## config.mk

```make
export PLATFORM = sky130hd
export DESIGN_NAME = mant_div_iter_flat
export DESIGN_NICKNAME = d
export VERILOG_FILES = /design/src/rtl/mant_div_if.sv /design/src/rtl/mant_div_iter.sv /design/src/flat_wrapper.sv
export SDC_FILE = /design/constraint.sdc
export NUM_CORES = 1
export LEC_CHECK = 0
export CAP_MARGIN = 20
export CORE_ASPECT_RATIO = 0.8
export CORE_MARGIN = 3
export CORE_UTILIZATION = 35
export CTS_CLUSTER_DIAMETER = 50
export DETAILED_ROUTE_END_ITERATION = 12
export PLACE_DENSITY = 0.59
export SLEW_MARGIN = 20
export SYNTH_ARGS = -nofsm -noshare
export SYNTH_HDL_FRONTEND = slang
export SYNTH_SLANG_ARGS = --single-unit
export TNS_END_PERCENT = 1
```

## constraint.sdc

```tcl
create_clock -name clk -period 2.9 [get_ports clk]
set_input_delay 0.725 -clock clk [delete_from_list [all_inputs] [get_ports clk]]
set_output_delay 0.725 -clock clk [all_outputs]
set_load 0.05 [all_outputs]
```

## src/rtl/mant_div_if.sv

```systemverilog
// Operand/result handshake bundle for the iterative mantissa divider.
// Master drives operands and result acceptance; slave is the divider.
interface mant_div_if #(parameter int W = 24);
   logic           in_valid;
   logic           in_ready;
   logic [W-1:0]   a;
   logic [W-1:0]   b;
   logic           out_valid;
   logic           out_ready;
   logic [2*W-1:0] q;
   logic [W-1:0]   r;
   logic           dz;

   modport master (
      output in_valid, a, b, out_ready,
      input  in_ready, out_valid, q, r, dz
   );

   modport slave (
      input  in_valid, a, b, out_ready,
      output in_ready, out_valid, q, r, dz
   );
endinterface

```

## src/rtl/mant_div_iter.sv

```systemverilog
// Radix-2 restoring divider: q = floor({a,W'b0}/b), one quotient bit per clock.
// Results are held in dedicated output registers until the next completion.
module mant_div_iter #(
   parameter int W  = 24,
   parameter int CW = 6
) (
   input  logic     clk,
   input  logic     rst_n,
   mant_div_if.slave bus
);

   typedef enum logic [1:0] {
      IDLE,
      BUSY,
      ZERO,
      DONE
   } state_t;

   state_t         r_state;
   state_t         w_state_nx;
   logic [CW-1:0]  r_cnt;
   logic [2*W-1:0] r_div;
   logic [2*W-2:0] r_quo;
   logic [W-1:0]   r_b;
   logic [W-1:0]   r_rem;
   logic [2*W-1:0] r_q;
   logic [W-1:0]   r_r;
   logic           r_dz;

   logic           w_acc;
   logic           w_last;
   logic           w_ge;
   logic [W:0]     w_rem_sh;
   logic [W-1:0]   w_rem_nx;
   logic [2*W-1:0] w_quo_nx;

   assign w_acc  = bus.in_valid && (r_state == IDLE);
   assign w_last = (r_cnt == CW'(2*W-1));

   // Compare is W+1 wide; the restored difference is < b so fits W bits.
   assign w_rem_sh = {r_rem, r_div[2*W-1]};
   assign w_ge     = (w_rem_sh >= {1'b0, r_b});
   assign w_rem_nx = w_ge ? (w_rem_sh[W-1:0] - r_b) : w_rem_sh[W-1:0];
   assign w_quo_nx = {r_quo, w_ge};

   always_ff @(posedge clk or negedge rst_n) begin
      if (!rst_n) r_state <= IDLE;
      else        r_state <= w_state_nx;
   end

   always_comb begin
      w_state_nx = r_state;
      unique case (r_state)
         IDLE: begin
            if (w_acc) w_state_nx = (bus.b == '0) ? ZERO : BUSY;
         end
         BUSY: begin
            if (w_last) w_state_nx = DONE;
         end
         ZERO: begin
            w_state_nx = DONE;
         end
         DONE: begin
            if (bus.out_ready) w_state_nx = IDLE;
         end
         default: w_state_nx = IDLE;
      endcase
   end

   always_ff @(posedge clk or negedge rst_n) begin
      if (!rst_n) begin
         r_cnt <= '0;
         r_div <= '0;
         r_quo <= '0;
         r_b   <= '0;
         r_rem <= '0;
         r_q   <= '0;
         r_r   <= '0;
         r_dz  <= 1'b0;
      end else begin
         if (w_acc) begin
            r_div <= {bus.a, {W{1'b0}}};
            r_b   <= bus.b;
            r_rem <= '0;
            r_quo <= '0;
            r_cnt <= '0;
         end
         if (r_state == BUSY) begin
            r_rem <= w_rem_nx;
            r_quo <= w_quo_nx[2*W-2:0];
            r_div <= {r_div[2*W-2:0], 1'b0};
            r_cnt <= r_cnt + CW'(1);
            if (w_last) begin
               r_q  <= w_quo_nx;
               r_r  <= w_rem_nx;
               r_dz <= 1'b0;
            end
         end
         if (r_state == ZERO) begin
            r_q  <= '1;
            r_r  <= '0;
            r_dz <= 1'b1;
         end
      end
   end

   assign bus.in_ready  = (r_state == IDLE);
   assign bus.out_valid = (r_state == DONE);
   assign bus.q         = r_q;
   assign bus.r         = r_r;
   assign bus.dz        = r_dz;

endmodule

```

## src/flat_wrapper.sv

```systemverilog
// flat-port wrapper written by rule: the top's interface ports become plain ports
module mant_div_iter_flat 
#(
   parameter int W  = 24,
   parameter int CW = 6
)
  (clk, rst_n, bus_in_valid, bus_a, bus_b, bus_out_ready, bus_in_ready, bus_out_valid, bus_q, bus_r, bus_dz);
  mant_div_if #(.W(W)) bus_i ();
  input  logic clk;
  input  logic rst_n;
  input wire logic [$bits(bus_i.in_valid)-1:0] bus_in_valid;
  input wire logic [$bits(bus_i.a)-1:0] bus_a;
  input wire logic [$bits(bus_i.b)-1:0] bus_b;
  input wire logic [$bits(bus_i.out_ready)-1:0] bus_out_ready;
  output wire logic [$bits(bus_i.in_ready)-1:0] bus_in_ready;
  output wire logic [$bits(bus_i.out_valid)-1:0] bus_out_valid;
  output wire logic [$bits(bus_i.q)-1:0] bus_q;
  output wire logic [$bits(bus_i.r)-1:0] bus_r;
  output wire logic [$bits(bus_i.dz)-1:0] bus_dz;
  assign bus_i.in_valid = bus_in_valid;
  assign bus_i.a = bus_a;
  assign bus_i.b = bus_b;
  assign bus_i.out_ready = bus_out_ready;
  assign bus_in_ready = bus_i.in_ready;
  assign bus_out_valid = bus_i.out_valid;
  assign bus_q = bus_i.q;
  assign bus_r = bus_i.r;
  assign bus_dz = bus_i.dz;
  mant_div_iter #(.W(W), .CW(CW)) u_core (.clk(clk), .rst_n(rst_n), .bus(bus_i));
endmodule
```

==> flow_summary.yaml <==
timing:
  fin_crit_sh: 0.9853
  rsz0062_at_grt: "yes"
  period_needed_ns: 2.857
  clock_skew_ns: 0.01001
  drv_slew: 0
  worst_pin_slew_ns: 0.6150
  slew_headroom: 0.5900
  fmax_mhz: 350.0
  hold_violations: 0
  setup_viol: 0
yosys:
  ys_top_cells_by_count: "nand2_1 (245), dfrtp_1 (200), o21ai_0 (147), nor2_1 (68), mux2i_1 (48)"
  syn_avg_cell_area_um2: 9.340
  yosysWarnings: 0
  ys_seq_area_frac: 0.5137
  synth_edf_count: 0
  synth_top_flop_cell: "dfrtp_1"
  netlist_area_um2: 9742
  synth_cell_type_count: 64
  yosysTopAreaCell: "dfrtp_1"
  synth_most_common_cell: "nand2_1"
  synthesis.nets: 1125
  synth.top_cell.area_share: 0.5137
  synth_area_leaders: "dfrtp_1 (51%), nand2_1 (9.4%), o21ai_0 (7.6%)"
  ys_ff_latch: 200
  syn_inst: 1043
  async_reset_ff_frac: 1.000
min_path:
  hold_path_class: "in -> async"
global_routing:
  antenna_found_initial: 1
  grt_pass1_wl_um: 40410
  grt_max_degree: 65
  grt_pass1_vias: 7356
  grt_remaining_overflow: 0
  grtUsageTotal: 0.1702
pwr:
  p_leak_nw: 6.382
  peakVddDrop_uv: 409.7
  switchingPower_mw: 1.211
  totalPowerFinal_mw: 5.277
  sequentialPowerShare: 0.528
  power.switching_fraction: 0.2296
  p_int_mw: 4.065
  power_frac_clock: 0.445
  p_comb_frac: 0.027
  powerDensity_nw_per_um2: 424.6
worst_setup_path:
  critical_path_peak_fanout: 8
  start_kind: "flop"
  arrival_ns: 3.18
  regToRegStartpoint: "u_core.r_rem[18]"
  critPathCaptureType: "flop"
  cp-startpoint: "u_core.r_rem[18]"
  required_ns: 3.23
  worstSetupPathType: "reg -> reg"
drt:
  vias: 7709
  route.detailed.drc: 0
  routedWlPerCell_um: 16.09
  drt_first_pass_iters: 5
  drt.antenna.violating_nets: 0
  avgViaCountPerCell: 4.958
  wirelength_um: 25020
  first_iter_violations: 569
floorplan:
  initial_core_util: 0.3627
  num_io_pins: 127
  die_h_um: 155.2
  core_um2: 26860
  rows: 53
  dieWidth_um: 192.5
  die_area_um2: 29880
cts:
  cts_root_buffer: "clkbuf_16"
  clkLatencyLatePin_ns: 0.44
  hold_buffers: 0
  cts_tree: "yes"
  cts_max_level: 4
  cts.sinks: 200
  cts_made_buffers: 17
  cts_buffer_depth: 2
  path_clk_slew_ns: 0.07
finish:
  drive_above_1_share: 0.1319
  finalNetCount: 1268
  final_util: 0.4628
  design_area_um2: 12430
  antenna_cells: 0
  fin_cells: 1555
  fillers: 2578
  area_growth_pct: 27.58
run_status:
  status: "completed"
placed_design:
  hpwl_um: 18290
  dp.cells: 1520
  placed_cell_area_um2: 11680
  io_buffers: 126
  gp_congestion: 0.8960
flow_run:
  cap_viol_max_count: 0
metrics by stage:
step                      hold WS [ns]  worst slack, ns  setup TNS, ns
after floorplan                 0.4294           0.1797              0
after global placement          0.4610         -0.02705       -0.04024
after detailed placement        0.4693         -0.07116        -0.1472
after CTS                       0.2502         -0.01095       -0.01215
after global routing            0.2601         -0.04898        -0.1009
final                           0.2456          0.04276              0
metal layers:
metal | GRT usage | up-vias | wire length [µm]
li1 | - | 3832 | -
met5 | 0 | - | 13
met2 | 0.2241 | 161 | 9886
met4 | 0.03745 | 2 | 236
met3 | 0.04168 | 20 | 1400
met1 | 0.2758 | 3694 | 13480
power by group through the flow:
stage / Combinational, mW / Clock [mW] / Sequential [mW]
5_1_grt: 0.160 / 2.53 / 2.79
4_1_cts: 0.149 / 2.41 / 2.79
6_report: 0.143 / 2.35 / 2.79
3_3_place_gp: 0.149 / 0 / 2.84
2_1_floorplan: 0.00343 / 0 / 2.84
3_5_place_dp: 0.149 / 0 / 2.84
layout by cell type (no fill, tap or decap), types with 7 or more instances in the layout:
cell             count
nand2_1            243
dfrtp_1            200
o21ai_0            143
clkdlybuf4s50_1    124
nor2_1              68
buf_4               55
mux2i_1             46
inv_1               36
mux2_2              26
a21oi_1             22
ha_1                19
clkbuf_16           17
o21ai_1             15
a21o_1              13
xor2_1              12
nand3_1             12
xnor2_1             10
ha_4                 7
worst paths after layout:
kind	to	cells past startpoint	slack, ns
worst min-delay path	u_core.r_b[23]	1	0.25
worst min register to register	u_core.bus.q[35]	2	0.48
worst max register to register	u_core.bus.r[13]	9	0.04
max in group asynchronous	u_core.bus.r[12]	2	1.92
min in group clk	u_core.bus.q[35]	2	0.48
worst max-delay path	u_core.bus.r[13]	9	0.04
registers in the layout, summed over array words and instances (netlist names):
name,cells
u_core.bus.dz,1
u_core.bus.q,48
u_core.bus.r,24
u_core.r_b,24
u_core.r_cnt,6
u_core.r_div,24
u_core.r_quo,47
u_core.r_rem,24
u_core.r_state,2
area by class of cell:
type	count	area, µm²	share of cell area
flip-flops and latches	200	5005	0.4027
clock inverters	13	135.1	0.01087
repair buffers	186	1770	0.1425
clock buffers	18	429.2	0.03453
multi-input cells	743	4499	0.3620
inverters	38	142.6	0.01148
well taps	357	446.7	0.03594
critical path: stages (launching register included):
cell and delay (ns):
dfrtp_1 0.39, ha_1 0.36, a21o_1 0.22, a21oi_2 0.15, o211ai_1 0.12, a221o_1 0.35, a221o_2 0.49, buf_6 0.16
mux2_4 0.32, a22o_1 0.20
what timing repair did:
item,CTS,global route
gates resized for setup,2,33
endpoints found under the setup margin,10,45
pin swaps,0,6
setup buffers,0,4
kinds of logic (layout without fill, tap and decap cells):
family,after synthesis,count (layout),share of synthesized area
AO/OA/AOI/OAI,247,247,0.1465
XOR/XNOR,22,22,0.01978
adder cells (fa/ha/maj),30,30,0.03930
buffers and inverters,100,255,0.04303
flip-flops,200,200,0.5137
multiplexers,75,75,0.08053
AND/OR/NAND/NOR,369,369,0.1571
(Power assumes the default switching activity.)
